**src/rtl/sdf_stage3_ctrl.sv**
```systemverilog
// Controller for a radix-2 single-delay-feedback FFT stage (delay depth 4, frame 32).
// Holds the sample register, the 4-entry feedback delay line, twiddle select and output register.
module sdf_stage3_ctrl (
    input  logic        clk,
    input  logic        rst_n,
    input  logic        in_valid,
    output logic        in_ready,
    input  logic [14:0] in_r,
    input  logic [14:0] in_i,
    output logic [1:0]  bf_state,
    output logic [14:0] bf_A_r,
    output logic [14:0] bf_A_i,
    output logic [15:0] bf_B_r,
    output logic [15:0] bf_B_i,
    output logic [7:0]  bf_WN_r,
    output logic [7:0]  bf_WN_i,
    input  logic [15:0] bf_out_r,
    input  logic [15:0] bf_out_i,
    input  logic [15:0] bf_SR_r,
    input  logic [15:0] bf_SR_i,
    output logic        out_valid,
    output logic [15:0] out_r,
    output logic [15:0] out_i
);

    // state   | meaning
    // IDLE    | no held sample and no flush; everything holds
    // FIRST   | idx[2]=1: out = B+A, delay line takes B-A
    // SECOND  | pending group (or flush): out = B*W, delay line takes A
    // WAITING | idx[2]=0, nothing pending: delay line fills with A
    localparam logic [1:0] S_IDLE   = 2'd0;
    localparam logic [1:0] S_FIRST  = 2'd1;
    localparam logic [1:0] S_SECOND = 2'd2;
    localparam logic [1:0] S_WAIT   = 2'd3;

    logic [4:0]  cnt;
    logic [4:0]  a_idx;
    logic        a_vld;
    logic [14:0] a_r;
    logic [14:0] a_i;
    logic [15:0] dl_r [4];
    logic [15:0] dl_i [4];

    logic        pending, pending_nxt;
    logic        fl_on, fl_on_nxt;
    logic [1:0]  fl_cnt, fl_cnt_nxt;
    logic        last31, last31_nxt;

    logic        flush_cyc;
    logic        proc_cyc;
    logic        accept;
    logic [1:0]  k;

    // Flush begins the very cycle after idx 31 if no new sample is held.
    assign flush_cyc = fl_on | (last31 & ~a_vld);
    assign proc_cyc  = a_vld | flush_cyc;
    assign in_ready  = ~flush_cyc;
    assign accept    = in_valid & in_ready;
    assign k         = a_vld ? a_idx[1:0] : fl_cnt;

    always_ff @(posedge clk or negedge rst_n) begin
        if (!rst_n) begin
            pending <= 1'b0;
            fl_on   <= 1'b0;
            fl_cnt  <= 2'd0;
            last31  <= 1'b0;
        end else begin
            pending <= pending_nxt;
            fl_on   <= fl_on_nxt;
            fl_cnt  <= fl_cnt_nxt;
            last31  <= last31_nxt;
        end
    end

    always_comb begin
        pending_nxt = pending;
        fl_on_nxt   = fl_on;
        fl_cnt_nxt  = fl_cnt;
        last31_nxt  = a_vld && (a_idx == 5'd31);
        if (bf_state == S_FIRST && k == 2'd3) begin
            pending_nxt = 1'b1;
        end else if (bf_state == S_SECOND && k == 2'd3) begin
            pending_nxt = 1'b0;
        end
        if (flush_cyc) begin
            fl_cnt_nxt = fl_cnt + 2'd1;
            fl_on_nxt  = (fl_cnt != 2'd3);
        end
    end

    always_comb begin
        bf_state = S_IDLE;
        bf_WN_r  = 8'd0;
        bf_WN_i  = 8'd0;
        if (a_vld) begin
            if (a_idx[2])     bf_state = S_FIRST;
            else if (pending) bf_state = S_SECOND;
            else              bf_state = S_WAIT;
        end else if (flush_cyc) begin
            bf_state = S_SECOND;
        end
        if (bf_state == S_SECOND) begin
            case (k)
                2'd0:    begin bf_WN_r = 8'd64;  bf_WN_i = 8'd0;   end
                2'd1:    begin bf_WN_r = 8'd45;  bf_WN_i = 8'hD3;  end
                2'd2:    begin bf_WN_r = 8'd0;   bf_WN_i = 8'hC0;  end
                default: begin bf_WN_r = 8'hD3;  bf_WN_i = 8'hD3;  end
            endcase
        end
    end

    assign bf_A_r = flush_cyc ? 15'd0 : a_r;
    assign bf_A_i = flush_cyc ? 15'd0 : a_i;
    assign bf_B_r = dl_r[3];
    assign bf_B_i = dl_i[3];

    always_ff @(posedge clk or negedge rst_n) begin
        if (!rst_n) begin
            cnt   <= 5'd0;
            a_idx <= 5'd0;
            a_vld <= 1'b0;
            a_r   <= 15'd0;
            a_i   <= 15'd0;
        end else begin
            a_vld <= accept;
            if (accept) begin
                a_idx <= cnt;
                cnt   <= cnt + 5'd1;
                a_r   <= in_r;
                a_i   <= in_i;
            end
        end
    end

    always_ff @(posedge clk or negedge rst_n) begin
        if (!rst_n) begin
            for (int n = 0; n < 4; n++) begin
                dl_r[n] <= 16'd0;
                dl_i[n] <= 16'd0;
            end
        end else if (proc_cyc) begin
            dl_r[0] <= bf_SR_r;
            dl_i[0] <= bf_SR_i;
            for (int n = 1; n < 4; n++) begin
                dl_r[n] <= dl_r[n-1];
                dl_i[n] <= dl_i[n-1];
            end
        end
    end

    always_ff @(posedge clk or negedge rst_n) begin
        if (!rst_n) begin
            out_valid <= 1'b0;
            out_r     <= 16'd0;
            out_i     <= 16'd0;
        end else if (bf_state == S_FIRST || bf_state == S_SECOND) begin
            out_valid <= 1'b1;
            out_r     <= bf_out_r;
            out_i     <= bf_out_i;
        end else begin
            out_valid <= 1'b0;
        end
    end

endmodule

```
**config.mk**
```make
export PLATFORM = sky130hd
export DESIGN_NAME = sdf_stage3_ctrl
export DESIGN_NICKNAME = d
export VERILOG_FILES = /design/src/rtl/sdf_stage3_ctrl.sv
export SDC_FILE = /design/constraint.sdc
export NUM_CORES = 1
export LEC_CHECK = 0
export CAP_MARGIN = 10
export CELL_PAD_IN_SITES_DETAIL_PLACEMENT = 1
export CELL_PAD_IN_SITES_GLOBAL_PLACEMENT = 1
export CORE_UTILIZATION = 36
export CTS_BUF_LIST = sky130_fd_sc_hd__clkbuf_16
export CTS_CLUSTER_DIAMETER = 120
export DETAILED_ROUTE_END_ITERATION = 8
export GPL_TIMING_DRIVEN = 0
export PLACE_DENSITY_LB_ADDON = 0.1
export SLEW_MARGIN = 10
export SYNTH_ARGS = -nofsm -noshare
export SYNTH_HDL_FRONTEND = slang
export SYNTH_SLANG_ARGS = --single-unit
```
**constraint.sdc**
```tcl
create_clock -name clk -period 1.7 [get_ports clk]
set_input_delay 0.34 -clock clk [delete_from_list [all_inputs] [get_ports clk]]
set_output_delay 0.34 -clock clk [all_outputs]
set_load 0.005 [all_outputs]
```
==> results of run 1 <==
-- sequential cells by signal (all words and copies together) (netlist names), 5 cells and up --
signal and flops:
out_r 16, cnt 5, a_i 15, bf_B_r 16
dl_r 48, a_idx 5, a_r 15, out_i 16
bf_B_i 16, dl_i 48
-- stage by stage --
| step | hold WS, ns | util, % | power, W | worst slack, ns |
|---|---|---|---|---|
| finish | 0.322 | 58.1 | 0.0270 | -0.604 |
| detailed placement | 0.255 | 48.0 | 0.0177 | -0.814 |
| global placement | 0.456 | 47.7 | 0.0172 | -8.12 |
| CTS | 0.315 | 57.9 | 0.0270 | -0.596 |
| floorplan | 0.0444 | - | 0.0132 | 0.0117 |
| global route | 0.336 | 58.1 | 0.0286 | -0.675 |
-- repair_timing --
action,4_1_cts,5_1_grt
resized for setup,503,65
pin swaps,33,7
cloned,14,2
setup endpoints to repair,285,225
endpoints found under the hold margin,41,0
setup buffers,40,13
hold buffers,1,0
-- cell type report --
class / count / share of cell area [%]
Timing Repair Buffer: 265 / 21.5
Buffer: 66 / 5.39
Tap cell: 313 / 2.96
Sequential cell: 207 / 39.1
Clock buffer: 25 / 4.72
Clock inverter: 18 / 1.43
Inverter: 3 / 0.0850
Multi-Input combinational cell: 272 / 24.8
-- routing by layer --
metal	GRT usage, %	vias to the layer above	share of wire [%]	routed length [µm]
met4	4.34	0	1.5	328
met1	23.9	2745	40	9100
met5	0	-	0	0
met3	4.90	27	6.6	1490
li1	-	2422	-	-
met2	34.6	151	52	11600
-- worst paths after layout --
kind / depth (start not counted) / to / from
min reg2reg: 1 / cnt[4] / cnt[4]
max reg2reg: 9 / dl_r[40] / a_vld
max: 7 / bf_WN_r[4] / a_vld
min in group clk: 2 / out_r[7] / bf_out_r[7]
min: 2 / bf_B_i[1] / rst_n
max in group asynchronous: 3 / fl_on / rst_n
-- cell families (layout without fill, tap and decap cells) --
logic type                 Yosys count  count (layout)  share of synthesized area (%)
DFF                                207             207                           61.7
muxes                              199             199                           26.7
buffers and inverters               71             377                           5.89
and+or+nand+nor                     53              53                           3.76
adders and majority gates            6               6                          0.895
AOI/OAI and AO/OA                    6               6                          0.462
xor gates and xnor gates             5               5                          0.522
other                                1               3                         0.0447
-- Yosys cell counts, drive strengths merged (2+ instances only) --
master / number
xor2: 4
ha: 6
nor3: 3
mux2: 197
mux2i: 2
buf: 66
a21o: 2
nor2: 8
a21oi: 3
nand2b: 2
clkbuf: 2
nand3: 3
dfrtp: 207
inv: 3
and2: 33
-- power groups by stage --
stage / clock [W] / sequential [W] / combinational [W]
after detailed placement: 0 / 0.00866 / 0.00905
after floorplan: 0 / 0.00827 / 0.00494
after global routing: 0.00562 / 0.00907 / 0.0139
final: 0.00528 / 0.00874 / 0.0130
after global placement: 0 / 0.00848 / 0.00876
after CTS: 0.00542 / 0.00868 / 0.0130
==> impl_metrics.yaml, run 1 <==
critical_path:
  r2r_setup_slack_ns: -0.19
  path_buf_inv: 4
  crit_family: "buffers and inverters"
  cp-start-kind: "flop"
  critPathMaxStageDelay_ns: 0.36
  path_class: "reg -> out"
  worstPathArrival_ns: 1.96
  slowest_stage: "dfrtp_1"
  endpoint_kind: "primary output"
  path_cells: "buf_6 > mux2i_4 > inv_2 > ha_2 > and2_4 > buf_6 > buf_6"
  crit_top_cell: "buf_6"
  worstPathMaxFanout: 5
  crit_required_ns: 1.36
job:
  drv_cap: 0
routing:
  routed_wl_um: 22500
  routed_via_density: 4.57
  drc: 0
  dr.pass1.iters: 4
  vias: 5345
  drt-initial-drc-count: 134
  wl_per_cell_um: 19.3
  final_antenna_net_count: 0
power:
  leakagePower_nw: 6.17
  power_frac_comb_pct: 48.1
  peakVddDrop_uv: 823
  internal_power_w: 0.0193
  power_density_nw_per_um2: 2040
  switchingPower_w: 0.00772
  clkPwrFrac_pct: 19.6
  power.share.sequential_pct: 32.4
  switching_share_pct: 28.6
die:
  die_w_um: 155
  io_pins: 211
  dieArea_um2: 23900
  core_um2: 22800
  start_util_pct: 36.8
  row_count: 55
  fp.dieH_um: 155
synthesis:
  synth_ff_type: "dfrtp_1"
  synth-warning-count: 0
  post-synth-top-area-cell: "dfrtp_1"
  ys_types: 26
  synth_area_um2: 8390
  synthCells: 548
  synthTopCellsByArea: "dfrtp_1 (62%), mux2_1 (14%), mux2_2 (13%), buf_4 (5.2%), and2_1 (2.5%)"
  ys_seq_elements: 207
  async_flop_share_pct: 100
  syn_area_per_cell_um2: 15.3
  synth_edf_count: 0
  synth_top_area_share_pct: 61.7
  ys_seq_area_share_pct: 61.7
finish:
  num-fill-cells: 2124
  final_cell_mix: "dfrtp_1 (206), mux2_4 (99), clkdlybuf4s50_1 (95)"
  nets: 942
  area_growth_pct: 57.9
  final_common_cell: "dfrtp_1"
  diodes: 0
  multi_input_comb_area_um2: 3280
  stdcell_area_um2: 13200
  fin_cells: 1169
  seqCellArea_um2: 5180
  drive_above_1_share_pct: 51.2
timing:
  setup_viol: 156
  finalCriticalPeriod_ns: 2.30
  fin_ws_ns: -0.604
  hold_viol: 0
  fin_tns_setup_ns: -29.14
  rsz0062_at_grt: "true"
  final_max_slew_viol_count: 0
  timing.fmax_mhz: 434
  fin_skew_ns: 0.00740
  finalCritPeriodShare_pct: 136
placement:
  place_area_um2: 10900
  placed_cells: 1072
  gp_congestion: 0.714
  io_buffer_count: 207
  place_hpwl_um: 13700
global_routing:
  grt_pass1_wl_um: 36200
  grt_max_degree: 84
  grt_usage_pct: 19.5
  grt-ovfl-total: 0
  grt_pass1_vias: 6216
  antenna_found_initial: 1
clock_network:
  cts_tree: "built"
  numClockSinks: 207
  path_clk_slew_ns: 0.06
  cts_htree_levels: 1
  clock_latency_ns: 0.50
  clk_path_buf_depth: 3
  cts_buffers: 24
  cts_root_buf: "clkbuf_16"
outcome:
  status: "finished with violations"
  violations: "negative setup slack"
worst_hold_path:
  min_path_type: "in -> async"
Power figures use the tool's default switching activity.
==> inputs of run 2 (changes only) <==
--- a/config.mk
+++ b/config.mk
@@ -8,6 +8,7 @@
 export CAP_MARGIN = 10
 export CELL_PAD_IN_SITES_DETAIL_PLACEMENT = 1
 export CELL_PAD_IN_SITES_GLOBAL_PLACEMENT = 1
+export CORE_ASPECT_RATIO = 0.8
 export CORE_UTILIZATION = 36
 export CTS_BUF_LIST = sky130_fd_sc_hd__clkbuf_16
 export CTS_CLUSTER_DIAMETER = 120
==> run 2 against run 1 <==
Against the previous run: the run still ends with negative setup slack left; largest cell class unchanged; sequential cell count stayed put; via count is 1.6% higher; register-to-register slack worse by 0.24 ns.
==> impl_metrics.yaml, run 2 (same netlist as run 1, synthesis figures left out) <==
finish:
  seqCellArea_um2: 5180
  area_growth_pct: 60.9
  final_common_cell: "dfrtp_1"
  nets: 963
  fin_util_pct: 59.5
  num-fill-cells: 2118
  drive_above_1_share_pct: 54.3
  final_cell_mix: "dfrtp_1 (206), mux2_4 (121), clkdlybuf4s50_1 (95)"
  multi_input_comb_area_um2: 3390
  diodes: 0
  stdcell_area_um2: 13500
  reg_top3: "dl_i (48), dl_r (48)"
power:
  peakVddDrop_uv: 832
  switching_share_pct: 28.8
  switchingPower_w: 0.00786
  leakagePower_nw: 6.35
  power_frac_comb_pct: 50.4
  internal_power_w: 0.0194
  power.share.sequential_pct: 32.3
  clkPwrFrac_pct: 17.3
  power_density_nw_per_um2: 2020
critical_path:
  path_class: "reg -> out"
  reg2reg_depth: 12
  reg2reg_from: "last31"
  worstPathMaxFanout: 4
  crit_required_ns: 1.36
  r2r_setup_slack_ns: -0.43
  endpoint_kind: "primary output"
  r2r-end: "dl_i[43]"
  cp-start-kind: "flop"
  worstPathArrival_ns: 1.97
routing:
  routed_wl_um: 22500
  drt-met1-wl_um: 9320
  routed_via_density: 4.59
  wl_met2_um: 11600
  wl_per_cell_um: 19.0
  final_antenna_net_count: 0
  top_layer: "met4"
  vias: 5429
  drt-initial-drc-count: 173
  drc: 0
  dr.pass1.iters: 4
  wl_met3_um: 1140
clock_network:
  cts_tree: "built"
  numClockSinks: 207
  cts_root_buf: "clkbuf_16"
  clock_latency_ns: 0.50
  clk_path_buf_depth: 3
  cts_buffers: 23
  cts_htree_levels: 1
  path_clk_slew_ns: 0.06
outcome:
  status: "finished with violations"
  violations: "negative setup slack"
placement:
  io_buffer_count: 207
  pre_cts_slack_ns: -0.764
  gp_congestion: 0.696
  place_area_um2: 10900
  place_hpwl_um: 13200
die:
  fp.dieH_um: 139
  die_w_um: 173
  row_count: 49
  start_util_pct: 37.0
  io_pins: 211
  dieArea_um2: 23900
  core_um2: 22700
timing:
  final_max_slew_viol_count: 0
  hold_viol: 0
  timing.fmax_mhz: 432
  fin_ws_ns: -0.614
  fin_skew_ns: 0.00864
  finalCritPeriodShare_pct: 136
  rsz0062_at_grt: "true"
  finalCriticalPeriod_ns: 2.31
  setup_viol: 163
global_routing:
  grt_pass1_wl_um: 36700
  grt_max_degree: 82
  grt_usage_pct: 19.2
  grt_pass1_vias: 6414
  antenna_found_initial: 0
  grt-ovfl-total: 0
worst_hold_path:
  min_path_type: "in -> async"
job:
  drv_cap: 0
run 2: changes by cell type in the layout (fill, tap and decap cells not counted), moves of 3 or more:
cell,delta
buf_2,-3
buf_4,+4
buf_6,+23
buf_8,-3
mux2_1,-18
mux2_2,-4
mux2_4,+22
run 2: worst max-delay path, stage by stage, from the launching register on:
cell and delay, ns:
dfrtp_1 0.36, buf_6 0.15, mux2i_4 0.29, inv_2 0.11
ha_4 0.17, and2_4 0.17, buf_6 0.11, buf_6 0.10
run 2: layout make-up:
type,count,area share (%)
Buffer,63,5.01
Inverter,3,0.0834
Timing Repair Buffer,290,23.3
Tap cell,306,2.84
Sequential cell,207,38.4
Clock inverter,19,1.02
Multi-Input combinational cell,272,25.2
Clock buffer,23,4.26
run 2: metal layers:
layer,global-route usage (%),up-vias
li1,-,2470
met1,24.2,2784
met2,33.8,142
met5,0,-
met4,4.84,0
met3,4.06,33
run 2: worst max-delay path by stage:
stage | from | to | cells past startpoint
detailed placement | a_vld | bf_WN_r[7] | 8
global placement | rst_n | a_r[1] | 1
floorplan | a_vld | bf_WN_r[3] | 7
finish | a_vld | bf_WN_r[5] | 7
CTS | a_vld | bf_WN_r[0] | 9
global route | a_vld | bf_WN_r[3] | 7
run 2: what timing repair did:
action                     in CTS  in global routing
pin swaps                      31                  9
hold endpoints to repair       52                  0
resized for setup             548                 78
setup endpoints to repair     287                245
setup buffers                  58                 19
hold buffers                    1                  0
cloned                         17                  3
run 2: power by group through the flow:
| stage | Combinational, W | Clock, W | Sequential, W |
|---|---|---|---|
| after detailed placement | 0.00901 | 0 | 0.00867 |
| final | 0.0138 | 0.00473 | 0.00880 |
| after global placement | 0.00869 | 0 | 0.00849 |
| after floorplan | 0.00494 | 0 | 0.00827 |
| after CTS | 0.0136 | 0.00488 | 0.00874 |
| after global routing | 0.0147 | 0.00506 | 0.00912 |
run 2: stage by stage:
stage	hold WS, ns	setup TNS (ns)	power (W)	cells
floorplan	0.0444	0	0.0132	550
global placement	0.455	-1713.55	0.0172	1063
detailed placement	0.280	-43.72	0.0177	1065
CTS	0.346	-55.35	0.0272	1183
global route	0.370	-61.89	0.0289	1183
finish	0.333	-49.20	0.0273	1183
==> inputs of run 3 (changes only) <==
--- a/config.mk
+++ b/config.mk
@@ -5,7 +5,7 @@
 export SDC_FILE = /design/constraint.sdc
 export NUM_CORES = 1
 export LEC_CHECK = 0
-export CAP_MARGIN = 10
+export CAP_MARGIN = 5
 export CELL_PAD_IN_SITES_DETAIL_PLACEMENT = 1
 export CELL_PAD_IN_SITES_GLOBAL_PLACEMENT = 1
 export CORE_ASPECT_RATIO = 0.8
==> constraint.sdc (replaced) <==
create_clock -name clk -period 1.7 [get_ports clk]
set_input_delay 0.17 -clock clk [delete_from_list [all_inputs] [get_ports clk]]
set_output_delay 0.17 -clock clk [all_outputs]
set_load 0.005 [all_outputs]
==> run 3 against run 2 <==
Against the previous run: the run still ends with negative setup slack left; combinational power fell by 8%; critical path depth unchanged; die area unchanged; maximum frequency grew 11%; sequential cell count unchanged; worst setup slack improved by 0.22 ns; critical path type unchanged; largest power group unchanged.
==> impl_metrics.yaml, run 3 (same netlist as run 1, synthesis figures left out) <==
critical_path:
  cp-start-kind: "flop"
  slowest_stage: "dfrtp_1"
  worstPathArrival_ns: 1.92
  crit_family: "buffers and inverters"
  path_buf_inv: 4
  critPathMaxStageDelay_ns: 0.36
  endpoint_kind: "primary output"
  crit_required_ns: 1.53
  worstPathMaxFanout: 4
  path_cells: "buf_6 > mux2i_4 > inv_2 > ha_2 > and2_4 > buf_6 > buf_6"
  crit_top_cell: "buf_6"
  path_class: "reg -> out"
job:
  drv_cap: 0
finish:
  multi_input_comb_area_um2: 3240
  seqCellArea_um2: 5180
  final_cell_mix: "dfrtp_1 (207), clkdlybuf4s50_1 (159), mux2_4 (88)"
  diodes: 0
  final_common_cell: "dfrtp_1"
  nets: 928
  area_growth_pct: 54.2
  drive_above_1_share_pct: 47.8
  reg_top3: "dl_i (48), dl_r (48)"
  num-fill-cells: 2175
clock_network:
  clk_path_buf_depth: 3
  cts_tree: "built"
  cts_buffers: 23
  clock_latency_ns: 0.51
  numClockSinks: 207
  cts_root_buf: "clkbuf_16"
  path_clk_slew_ns: 0.06
  cts_htree_levels: 1
die:
  row_count: 49
  dieArea_um2: 23900
  fp.dieH_um: 139
  start_util_pct: 37.0
  io_pins: 211
  core_um2: 22700
  die_w_um: 173
routing:
  routed_wl_um: 21100
  final_antenna_net_count: 0
  wl_per_cell_um: 18.4
  routed_via_density: 4.60
  drt-initial-drc-count: 165
  dr.pass1.iters: 4
  vias: 5264
  drc: 0
timing:
  fin_hold_ws_ns: 0.189
  finalCriticalPeriod_ns: 2.09
  fin_ws_ns: -0.392
  fin_skew_ns: 0.0192
  final_max_slew_viol_count: 0
  hold_viol: 0
  rsz0062_at_grt: "true"
  finalCritPeriodShare_pct: 123
  setup_viol: 107
  timing.fmax_mhz: 478
power:
  power_density_nw_per_um2: 2010
  total_power_w: 0.0260
  leakagePower_nw: 5.90
  peakVddDrop_uv: 757
global_routing:
  grt_max_degree: 79
  grt-ovfl-total: 0
  antenna_found_initial: 0
  grt_usage_pct: 16.9
  grt_pass1_vias: 5954
  grt_pass1_wl_um: 32500
outcome:
  status: "finished with violations"
  violations: "negative setup slack"
placement:
  io_buffer_count: 207
  gp_congestion: 0.679
  place_hpwl_um: 13300
worst_hold_path:
  min_path_type: "in -> async"
-- run 3: cell types whose count changed in the layout (fill, tap and decap cells not counted), moves of 4 or more --
cell / before / now
buf_12: 24 / 13
mux2_1: 0 / 29
buf_6: 87 / 65
mux2_2: 76 / 80
buf_2: 4 / 8
dlygate4sd2_1: 65 / 0
buf_8: 12 / 8
buf_4: 58 / 51
mux2_4: 121 / 88
clkinv_2: 7 / 1
inv_1: 4 / 10
clkdlybuf4s50_1: 95 / 159
clkbuf_16: 25 / 33
-- run 3: repair_timing --
action | 4_1_cts | 5_1_grt
endpoints found under the hold margin | 57 | 0
hold buffers | 1 | 0
setup buffers | 21 | 11
cloned | 3 | 10
pin swaps | 33 | 6
resized for setup | 343 | 129
endpoints found under the setup margin | 222 | 201
-- run 3: power by group --
group	total, W	internal, W	switching (W)
clock network	0.00449	0.00258	0.00191
logic	0.0127	0.00870	0.00404
registers	0.00877	0.00734	0.00143
total	0.0260	0.0186	0.00737
-- run 3: per-stage QoR --
| step | instance area (µm²) | cells | setup TNS [ns] | setup WS, ns | util, % |
|---|---|---|---|---|---|
| after detailed placement | 10900 | 1065 | -53.88 | -0.808 | 48.1 |
| after floorplan | 8400 | 550 | 0 | 0.0186 | - |
| final | 12900 | 1145 | -11.32 | -0.392 | 57.0 |
| after CTS | 12200 | 1129 | -22.99 | -0.401 | 53.9 |
| after global placement | 10900 | 1063 | -1683.22 | -7.92 | 47.8 |
| after global routing | 12900 | 1145 | -18.84 | -0.446 | 57.0 |
-- run 3: cell type report --
class	count	area share, %
sequential	207	40.0
multi-input combinational	272	25.0
timing repair buffer	250	21.0
buffer	68	5.68
clock buffer	23	4.45
tap	306	2.96
clock inverter	16	0.716
inverter	3	0.0870
-- run 3: per-layer routing --
layer | vias up | routed length, µm | global-route usage [%]
li1 | 2385 | - | -
met1 | 2724 | 9060 | 21.5
met2 | 133 | 10500 | 28.8
met3 | 22 | 1170 | 4.41
met4 | 0 | 352 | 3.91
met5 | - | 0 | 0
-- run 3: path summary, 6_finish.rpt --
| path | start | endpoint | slack, ns | cells after the start |
|---|---|---|---|---|
| max | a_vld | bf_WN_r[5] | -0.39 | 7 |
| min reg2reg | cnt[4] | cnt[4] | 0.47 | 1 |
| min in group clk | bf_out_r[5] | out_r[5] | 0.27 | 2 |
| min | rst_n | out_i[7] | 0.19 | 2 |
| max reg2reg | a_vld | dl_r[24] | -0.05 | 7 |
| max in group asynchronous | rst_n | a_r[14] | 0.75 | 3 |
-- run 3: worst reg2reg max path, cell delays in order (launching register included) --
cell       delay [ns]
dfrtp_1          0.39
buf_6            0.15
nor3_4           0.21
buf_6            0.15
buf_6            0.12
clkbuf_16        0.17
clkbuf_16        0.16
mux2_4           0.30
